### src/rtl/atm_display_driver_if.sv
// atm_display_driver_if: bundles the ATM FSM outputs consumed by the display
// driver together with the display/buzzer drive signals it produces.
//   balance        8  unsigned account balance (master -> slave)
//   seg_value      4  preview mode code (master -> slave)
//   preview_active 1  1 = preview screen, 0 = balance (master -> slave)
//   beep           1  beep request, may be one cycle (master -> slave)
//   an             4  digit enables, active-low, an[0] = rightmost (slave -> master)
//   seg            7  cathodes {g,f,e,d,c,b,a}, active-low (slave -> master)
//   dp             1  decimal point, active-low, always off (slave -> master)
//   buzzer         1  buzzer drive, active-high (slave -> master)
//   conv_busy      1  BCD conversion in progress (slave -> master)
interface atm_display_driver_if;
  localparam int unsigned BAL_W = 8;
  localparam int unsigned CODE_W = 4;
  localparam int unsigned DIGITS = 4;
  localparam int unsigned SEG_W = 7;

  logic [BAL_W-1:0]  balance;
  logic [CODE_W-1:0] seg_value;
  logic              preview_active;
  logic              beep;
  logic [DIGITS-1:0] an;
  logic [SEG_W-1:0]  seg;
  logic              dp;
  logic              buzzer;
  logic              conv_busy;

  modport master (
    output balance, seg_value, preview_active, beep,
    input  an, seg, dp, buzzer, conv_busy
  );

  modport slave (
    input  balance, seg_value, preview_active, beep,
    output an, seg, dp, buzzer, conv_busy
  );
endinterface

### src/rtl/atm_display_driver.sv
// atm_display_driver: output stage of the ATM controller.
//   - converts the 8-bit balance to BCD with a sequential double-dabble engine
//   - time-multiplexes a 4-digit common-anode seven-segment display
//   - stretches beep pulses into BEEP_CYCLES-long buzzer bursts
// Ports: clk, rst (async, active-high), bus (atm_display_driver_if.slave).
// Parameters: REFRESH_DIV (cycles per digit, >=2), BEEP_CYCLES (>=1).
// Optional: define ATM_DISP_ZERO_BLANK_EN to blank leading zeros of the balance.
module atm_display_driver #(
  parameter int unsigned REFRESH_DIV = 100000,
  parameter int unsigned BEEP_CYCLES = 10000000
) (
  input logic                  clk,
  input logic                  rst,
  atm_display_driver_if.slave  bus
);
  localparam int unsigned REF_W  = $clog2(REFRESH_DIV);
  localparam int unsigned BEEP_W = $clog2(BEEP_CYCLES + 1);
  localparam int unsigned BAL_W  = 8;
  localparam int unsigned BCD_W  = 12;
  localparam int unsigned ITER_W = 3;

  localparam logic [6:0] SEG_BLANK = 7'b1111111;
  localparam logic [6:0] SEG_DASH  = 7'b0111111;
  localparam logic [6:0] SEG_P     = 7'b0001100;

  typedef enum logic [1:0] {CONV_IDLE, CONV_SHIFT, CONV_DONE} conv_state_e;

  // Decimal digit to active-low glyph; codes above 9 show a dash.
  function automatic logic [6:0] digit_glyph(input logic [3:0] d);
    logic [6:0] g;
    case (d)
      4'd0:    g = 7'b1000000;
      4'd1:    g = 7'b1111001;
      4'd2:    g = 7'b0100100;
      4'd3:    g = 7'b0110000;
      4'd4:    g = 7'b0011001;
      4'd5:    g = 7'b0010010;
      4'd6:    g = 7'b0000010;
      4'd7:    g = 7'b1111000;
      4'd8:    g = 7'b0000000;
      4'd9:    g = 7'b0010000;
      default: g = SEG_DASH;
    endcase
    return g;
  endfunction

  // Double-dabble correction: add 3 to every BCD nibble that is 5 or more.
  function automatic logic [BCD_W-1:0] add3(input logic [BCD_W-1:0] b);
    logic [BCD_W-1:0] r;
    r = b;
    for (int i = 0; i < 3; i++) begin
      if (b[4*i +: 4] >= 4'd5) r[4*i +: 4] = b[4*i +: 4] + 4'd3;
    end
    return r;
  endfunction

  // ---------------- converter ----------------
  conv_state_e       state_q, state_d;
  logic [BAL_W-1:0]  shift_q, shift_d;
  logic [BAL_W-1:0]  src_q, src_d;
  logic [BAL_W-1:0]  last_q, last_d;
  logic [BCD_W-1:0]  acc_q, acc_d;
  logic [BCD_W-1:0]  disp_q, disp_d;
  logic [ITER_W-1:0] iter_q, iter_d;
  logic              busy_q, busy_d;
  logic [BCD_W-1:0]  adj;

  // Converter state register.
  always_ff @(posedge clk or posedge rst) begin
    if (rst) begin
      state_q <= CONV_IDLE;
      shift_q <= '0;
      src_q   <= '0;
      last_q  <= '0;
      acc_q   <= '0;
      disp_q  <= '0;
      iter_q  <= '0;
      busy_q  <= 1'b0;
    end else begin
      state_q <= state_d;
      shift_q <= shift_d;
      src_q   <= src_d;
      last_q  <= last_d;
      acc_q   <= acc_d;
      disp_q  <= disp_d;
      iter_q  <= iter_d;
      busy_q  <= busy_d;
    end
  end

  // Converter next-state logic; display regs only change in CONV_DONE.
  always_comb begin
    state_d = state_q;
    shift_d = shift_q;
    src_d   = src_q;
    last_d  = last_q;
    acc_d   = acc_q;
    disp_d  = disp_q;
    iter_d  = iter_q;
    busy_d  = busy_q;
    adj     = add3(acc_q);
    case (state_q)
      CONV_IDLE: begin
        if (bus.balance != last_q) begin
          shift_d = bus.balance;
          src_d   = bus.balance;
          acc_d   = '0;
          iter_d  = '0;
          busy_d  = 1'b1;
          state_d = CONV_SHIFT;
        end
      end
      CONV_SHIFT: begin
        acc_d   = {adj[BCD_W-2:0], shift_q[BAL_W-1]};
        shift_d = {shift_q[BAL_W-2:0], 1'b0};
        iter_d  = iter_q + ITER_W'(1);
        if (iter_q == ITER_W'(BAL_W - 1)) state_d = CONV_DONE;
      end
      CONV_DONE: begin
        disp_d  = acc_q;
        last_d  = src_q;
        busy_d  = 1'b0;
        state_d = CONV_IDLE;
      end
      default: state_d = CONV_IDLE;
    endcase
  end

  // ---------------- digit scan ----------------
  logic [REF_W-1:0] ref_cnt;
  logic [1:0]       digit_idx;
  logic [3:0]       an_q, an_c;
  logic [6:0]       seg_q, seg_c;
  logic             dp_q;

  // Content for the digit currently selected by digit_idx.
  always_comb begin
    an_c  = ~(4'b0001 << digit_idx);
    seg_c = SEG_BLANK;
    if (bus.preview_active) begin
      case (digit_idx)
        2'd3:    seg_c = SEG_P;
        2'd0:    seg_c = digit_glyph(bus.seg_value);
        default: seg_c = SEG_BLANK;
      endcase
    end else begin
      case (digit_idx)
        2'd2:    seg_c = digit_glyph(disp_q[11:8]);
        2'd1:    seg_c = digit_glyph(disp_q[7:4]);
        2'd0:    seg_c = digit_glyph(disp_q[3:0]);
        default: seg_c = SEG_BLANK;
      endcase
`ifdef ATM_DISP_ZERO_BLANK_EN
      if (digit_idx == 2'd2 && disp_q[11:8] == 4'd0) seg_c = SEG_BLANK;
      if (digit_idx == 2'd1 && disp_q[11:4] == 8'd0) seg_c = SEG_BLANK;
`endif
    end
  end

  // Refresh divider and registered an/seg, updated together.
  always_ff @(posedge clk or posedge rst) begin
    if (rst) begin
      ref_cnt   <= '0;
      digit_idx <= '0;
      an_q      <= 4'b1111;
      seg_q     <= SEG_BLANK;
      dp_q      <= 1'b1;
    end else begin
      an_q  <= an_c;
      seg_q <= seg_c;
      dp_q  <= 1'b1;
      if (ref_cnt == REF_W'(REFRESH_DIV - 1)) begin
        ref_cnt   <= '0;
        digit_idx <= digit_idx + 2'd1;
      end else begin
        ref_cnt <= ref_cnt + REF_W'(1);
      end
    end
  end

  // ---------------- beep stretcher ----------------
  logic              beep_q;
  logic [BEEP_W-1:0] beep_cnt_q, beep_cnt_d;
  logic              buzzer_q;

  // Rising edge reloads; otherwise count down to zero.
  always_comb begin
    beep_cnt_d = beep_cnt_q;
    if (bus.beep && !beep_q) beep_cnt_d = BEEP_W'(BEEP_CYCLES);
    else if (beep_cnt_q != '0) beep_cnt_d = beep_cnt_q - BEEP_W'(1);
  end

  // buzzer registered from the next count so it tracks count != 0 exactly.
  always_ff @(posedge clk or posedge rst) begin
    if (rst) begin
      beep_q     <= 1'b0;
      beep_cnt_q <= '0;
      buzzer_q   <= 1'b0;
    end else begin
      beep_q     <= bus.beep;
      beep_cnt_q <= beep_cnt_d;
      buzzer_q   <= (beep_cnt_d != '0);
    end
  end

  assign bus.an        = an_q;
  assign bus.seg       = seg_q;
  assign bus.dp        = dp_q;
  assign bus.buzzer    = buzzer_q;
  assign bus.conv_busy = busy_q;
endmodule

### src/flat_wrapper.sv
// flat-port wrapper written by rule: the top's interface ports become plain ports
module atm_display_driver_flat 
#(
  parameter int unsigned REFRESH_DIV = 100000,
  parameter int unsigned BEEP_CYCLES = 10000000
)
  (clk, rst, bus_balance, bus_seg_value, bus_preview_active, bus_beep, bus_an, bus_seg, bus_dp, bus_buzzer, bus_conv_busy);
  atm_display_driver_if bus_i ();
  input logic clk;
  input logic rst;
  input wire logic [$bits(bus_i.balance)-1:0] bus_balance;
  input wire logic [$bits(bus_i.seg_value)-1:0] bus_seg_value;
  input wire logic [$bits(bus_i.preview_active)-1:0] bus_preview_active;
  input wire logic [$bits(bus_i.beep)-1:0] bus_beep;
  output wire logic [$bits(bus_i.an)-1:0] bus_an;
  output wire logic [$bits(bus_i.seg)-1:0] bus_seg;
  output wire logic [$bits(bus_i.dp)-1:0] bus_dp;
  output wire logic [$bits(bus_i.buzzer)-1:0] bus_buzzer;
  output wire logic [$bits(bus_i.conv_busy)-1:0] bus_conv_busy;
  assign bus_i.balance = bus_balance;
  assign bus_i.seg_value = bus_seg_value;
  assign bus_i.preview_active = bus_preview_active;
  assign bus_i.beep = bus_beep;
  assign bus_an = bus_i.an;
  assign bus_seg = bus_i.seg;
  assign bus_dp = bus_i.dp;
  assign bus_buzzer = bus_i.buzzer;
  assign bus_conv_busy = bus_i.conv_busy;
  atm_display_driver #(.REFRESH_DIV(REFRESH_DIV), .BEEP_CYCLES(BEEP_CYCLES)) u_core (.clk(clk), .rst(rst), .bus(bus_i));
endmodule
### config.mk
export PLATFORM = sky130hd
export DESIGN_NAME = atm_display_driver_flat
export DESIGN_NICKNAME = d
export VERILOG_FILES = /design/src/rtl/atm_display_driver_if.sv /design/src/rtl/atm_display_driver.sv /design/src/flat_wrapper.sv
export SDC_FILE = /design/constraint.sdc
export NUM_CORES = 1
export LEC_CHECK = 0
export ABC_AREA = 0
export CORE_MARGIN = 3
export CORE_UTILIZATION = 31
export CTS_CLUSTER_DIAMETER = 150
export DETAILED_ROUTE_END_ITERATION = 10
export GPL_ROUTABILITY_DRIVEN = 0
export GPL_TIMING_DRIVEN = 0
export SLEW_MARGIN = 20
export SYNTH_ARGS = -nofsm -noshare
export SYNTH_HDL_FRONTEND = slang
export SYNTH_SLANG_ARGS = --single-unit
### constraint.sdc
create_clock -name clk -period 3.5 [get_ports clk]
set_input_delay 0.525 -clock clk [delete_from_list [all_inputs] [get_ports clk]]
set_output_delay 0.525 -clock clk [all_outputs]
set_load 0.02 [all_outputs]
-- Word-level counts from Yosys, hierarchy flattened
Memories as Yosys holds them, arrays and structs flattened.
Index checks and enable logic that the tools add are counted.
- flip-flop bits (word level): 110
- ROM bits: 448
- bits of input ports: 16
- output and inout port bits: 14
- word-level logic and storage cells: 73
- memories: 4
- memory list (memory ; words ; width ; read ports ; clocked after memory_dff ; write ports ; line ; source):
    (name not given) ; 16 ; 7 ; 1 ; 0 ; 0 ; atm_display_driver.sv:31 ; case (d)
    (name not given) ; 16 ; 7 ; 1 ; 0 ; 0 ; atm_display_driver.sv:31 ;
    (name not given) ; 16 ; 7 ; 1 ; 0 ; 0 ; atm_display_driver.sv:31 ;
    (name not given) ; 16 ; 7 ; 1 ; 0 ; 0 ; atm_display_driver.sv:31 ;
- add/subtract/negate cells: 7
- order comparisons: 3
- equal/unequal tests: 10
- shifts and indexed selects: 1
- muxes and demuxes: 20
- bitwise operators: 1
- reduce and logical (&&, ||, !) cells: 12
- operators by type and width (cell ; number):
    two-way mux 24 bit ; 2
    nonzero test 24 bit ; 2
    one-hot mux 12 bit (2 select lines) ; 1
    subtractor 24 x 1 -> 24 bit, second input constant ; 1
    one-hot mux 7 bit (3 select lines) ; 1
    adder 17 x 1 -> 17 bit, second input constant ; 1
    == test 17 bit, second input constant ; 1
    two-way mux 17 bit ; 1
    one-hot mux 8 bit (2 select lines) ; 1
    one-hot mux 7 bit (2 select lines) ; 1
    >= comparator 4 x 3 -> 1 bit, second input constant ; 3
    two-way mux 12 bit ; 1
    adder 4 x 2 -> 4 bit, second input constant ; 2
    two-way mux 4 bit ; 2
    two-way mux 8 bit ; 1
    inequality test 8 bit ; 1
    AND reduction 2 bit ; 4
    two-way mux 7 bit ; 1
    == test 2 bit, second input constant ; 3
    two-way mux 3 bit ; 2
    one-hot mux 3 bit (2 select lines) ; 1
    == test 2 x 1 -> 1 bit, second input constant ; 2
    logical NOT 2 bit ; 2
    two-way mux 2 bit ; 2
    13 further kinds ; 15

-- Depth between registers and ports, before layout
- depth in word-level cells: 4
- mapped depth: 11
- gate-level depth less buffers: 9

-- Worst setup path before layout
OpenSTA, ideal clock, no wires.
- kind: flip-flop to flip-flop
- start: register u_core.beep_cnt_q[0]
- end: register u_core.buzzer_q, in the netlist u_core.bus.buzzer
- setup time: 0.137 ns
- arrival time: 3.164 ns
- data required time: 3.363 ns
- slack: 0.200 ns
- cell stages (with the launch flop): 12
- path buffers: 2
- clock period less this slack: 3.300 ns
- cells stage by stage: dfrtp_1 -> inv_1 -> ha_1 -> or4b_1 -> buf_2 -> or4_1 -> buf_2 -> nor4_1 -> xor2_1 -> or4_1 -> nor4b_2 -> nand4_1
- cells in the longest elaborated chain, start to end: 4
- elaborated cells between the ends (all ways): 5
- those cells by class: 1 x add/sub; 2 x mux; 2 x reduce/logical
- RTL lines (element ; line ; source):
    from (decl) ; atm_display_driver.sv:183 ; logic [BEEP_W-1:0] beep_cnt_q, beep_cnt_d;
    from (signal assigned) ; atm_display_driver.sv:201 ; beep_cnt_q <= beep_cnt_d;
    subtractor 24 x 1 -> 24 bit / nonzero test 24 bit (equally long branches) ; atm_display_driver.sv:190 ; else if (beep_cnt_q != '0) beep_cnt_d = beep_cnt_q - BEEP_W'(1);
    two-way mux 24 bit * ; atm_display_driver.sv:190 ;
    two-way mux 24 bit * ; atm_display_driver.sv:189 ; if (bus.beep && !beep_q) beep_cnt_d = BEEP_W'(BEEP_CYCLES);
    nonzero test 24 bit * ; atm_display_driver.sv:202 ; buzzer_q <= (beep_cnt_d != '0);
    to (signal assigned) ; atm_display_driver.sv:202 ;
    to (decl) ; atm_display_driver.sv:184 ; logic buzzer_q;
Mark *: on every way between the ends. The rest lies on a longest branch, timed or not.
A chain may end at the register's enable or synchronous reset.

-- Final worst setup path
- start: register u_core.beep_cnt_q[1]
- end: register u_core.buzzer_q, in the netlist u_core.bus.buzzer
Same word-level chain as after synthesis.

==> results.py <==
metrics = {
    "sta": {
        "worst_pin_slew_ns": 0.673,
        "period_share": 0.959,
        "hold_viol_final": 0,
        "drv_slew": 0,
        "fin_skew_ns": 0.00650,
        "rsz0062_at_grt": "false",
        "setup_viol": 0,
        "fmax_mhz": 298,
        "relSlewSlack": 0.552,
        "whs_ns": 0.474,
        "tns_ns": 0,
        "post-route-min-period_ns": 3.36,
    },
    "critical_path": {
        "path_cells": "inv_2, ha_4, or4b_1, buf_4, or4_4, buf_6, nor4_4, xor2_1, or4_4, nor4b_4, nand4_1",
        "worstPathArrival_ns": 3.57,
        "crit_top_cell": "or4_4",
        "worstPathMaxFanout": 7,
        "critical_path_class": "register to register",
        "start_kind": "register",
        "slowest_stage": "or4_4",
        "crit_family": "simple AND/OR/NAND/NOR gates",
        "max_stage_delay_ns": 0.56,
        "critPathCaptureType": "register",
        "cp_num_buf_inv": 3,
        "cp.required_ns": 3.72,
    },
    "cts": {
        "cts_sinks": 110,
        "clkLatencyLatePin_ns": 0.36,
        "cts_root_buf": "clkbuf_16",
        "numCtsBuffers": 9,
        "cts_tree": "yes",
        "htree_levels": 3,
        "clk_path_buf_depth": 2,
        "clk_pin_slew_ns": 0.07,
    },
    "finish": {
        "nNetsFinal": 717,
        "multi_input_area_sq_um": 3080,
        "insertedDiodeCount": 0,
        "area_growth_pct": 16.6,
        "postLayoutCellArea_sq_um": 7000,
        "regArea_sq_um": 2770,
        "drive_above_1_share": 0.108,
        "fill_cells": 1935,
    },
    "grt": {
        "grt_max_degree": 81,
        "grtUsageMet3": 0.0290,
        "use_met1": 0.165,
        "busiest_layer": "met2",
        "antenna_found_initial": 0,
        "use_met2": 0.180,
        "grt-ovfl-total": 0,
        "grt_pass1_wl_mm": 20.7,
        "track_usage": 0.117,
        "grt_pass1_vias": 4211,
    },
    "synth": {
        "synth.top_cell.area_share": 0.413,
        "ys_ff_latch": 110,
        "ys_seq_area_frac": 0.461,
        "ys_types": 55,
        "syn-num-nets": 676,
        "syn_area_per_cell_sq_um": 9.67,
        "synth-async-reset-ratio": 1.00,
        "syn-instance-count": 621,
        "synth.most_common_cell": "dfrtp_1",
        "synth_area_sq_um": 6000,
        "synth_edf_count": 0,
        "synthTopCellsByArea": "dfrtp_1 41%, ha_1 8.1%, dfstp_2 4.8%, mux2_2 4.5%, nand2_1 4.4%",
        "synth-main-ff-cell": "dfrtp_1",
        "ys_warn_count": 0,
        "synthTopCellsByCount": "99 x dfrtp_1, 70 x nand2_1, 56 x nor2_1",
        "yosysTopAreaCell": "dfrtp_1",
    },
    "placement": {
        "placed_cell_area_sq_um": 6630,
        "hpwl_mm": 8.50,
        "io_buffers": 27,
    },
    "floorplanning": {
        "die_h_microns": 145,
        "start_util": 0.318,
        "die_area_sq_um": 21100,
        "core_sq_um": 18900,
        "die_x_microns": 145,
        "rows": 50,
        "io-pin-count": 30,
    },
    "routing": {
        "firstDrtPassIters": 4,
        "antenna_left": 0,
        "vias": 4403,
        "routed_wl_mm": 12.0,
        "drc": 0,
        "wl_per_cell_microns": 13.0,
        "drt-vias-per-instance": 4.75,
        "drt_iter0_drc": 218,
    },
    "power": {
        "pwr_density_cell_nw_per_um2": 668,
        "p_total_mw": 4.68,
        "peakVddDrop_mv": 0.375,
        "leakage_nw": 2.95,
    },
    "job": {
        "drv_cap": 0,
    },
    "min_path": {
        "hp-class": "register to register",
    },
    "status": {
        "outcome": "finished clean",
    },
}
## logic make-up after synthesis
group           synth area share
mux                       0.0517
compound gates             0.115
flops                      0.461
other cells             0.000625
xor+xnor                  0.0627
simple gates               0.192
fa+ha+maj                 0.0813
buf+inv                   0.0360
## worst min-delay path, delay by kind of cell, from the launching register on
family,cells,cell delay [ns]
flip-flops,1,0.35
AND/OR/NAND/NOR,2,0.10
## area by class of cell
cell class                      instances  share of cell area
Multi-Input combinational cell        455               0.440
Sequential cell                       110               0.395
Tap cell                              260              0.0465
Timing Repair Buffer                   30              0.0447
Clock buffer                           11              0.0347
Inverter                               31              0.0173
Buffer                                 25              0.0155
Clock inverter                          5             0.00608
## worst paths after layout
kind	cells past startpoint	slack, ns	from	end
worst max-delay path	11	0.14	u_core.beep_cnt_q[1]	u_core.bus.buzzer
worst min-delay path	2	0.47	u_core.shift_q[2]	u_core.shift_q[2]
worst max register to register	11	0.14	u_core.beep_cnt_q[1]	u_core.bus.buzzer
worst min register to register	2	0.47	u_core.shift_q[2]	u_core.shift_q[2]
max in group asynchronous	3	2.30	rst	u_core.bus.seg[4]
min in group asynchronous	2	0.51	rst	u_core.beep_q
## flip-flops by register name, summed over array words and instances (netlist names)
signal / flops
u_core.beep_cnt_q: 24
u_core.ref_cnt: 17
u_core.acc_q: 12
u_core.disp_q: 12
u_core.last_q: 8
u_core.shift_q: 8
u_core.src_q: 8
u_core.bus.seg: 7
u_core.bus.an: 4
u_core.iter_q: 3
u_core.digit_idx: 2
u_core.state_q: 2
u_core.beep_q: 1
u_core.bus.buzzer: 1
u_core.bus.conv_busy: 1
## power by group
group	total, mW	switching [mW]	internal [mW]
Sequential	1.93	0.281	1.65
Clock	1.00	0.491	0.512
Combinational	1.74	0.981	0.762
Total	4.68	1.75	2.93
## stage by stage
stage	std cells	utilization	worst slack, ns
floorplan	621	-	0.0909
global placement	908	0.349	-1.62
detailed placement	909	0.351	-0.132
CTS	926	0.368	0.0276
global route	927	0.371	0.00640
finish	927	0.371	0.142
## cells in the final DEF, fill, tap and decap left out, types with 5 or more instances in the layout
cell type	count
o22ai_1	8
nor3_1	10
nor2b_1	10
nand2b_1	14
clkbuf_1	21
xnor2_1	21
a31oi_1	7
a21oi_1	33
dfrtp_1	99
and3_1	5
nor4_1	9
inv_1	28
xor2_1	22
or4_1	6
ha_1	38
a22oi_1	9
nand3_1	18
nand4_1	6
nand2_1	70
mux2_2	24
dfstp_2	11
o21ai_0	31
nor2_1	56
clkdlybuf4s50_1	27
clkbuf_16	9
## what timing repair did
| item | in CTS | in global routing |
|---|---|---|
| setup buffers | 1 | 1 |
| hold buffers | 0 | 0 |
| pin swaps | 0 | 2 |
| gates cloned | 0 | 0 |
| gates resized for setup | 4 | 12 |
| endpoints found under the setup margin | 1 | 1 |
## layer usage
layer / part of all wire / up-vias
met1: 0.50 / 2082
met3: 0.043 / 4
li1: - / 2241
met5: 0 / -
met2: 0.45 / 76
met4: 0.0082 / 0
Power figures use the tool's default switching activity.
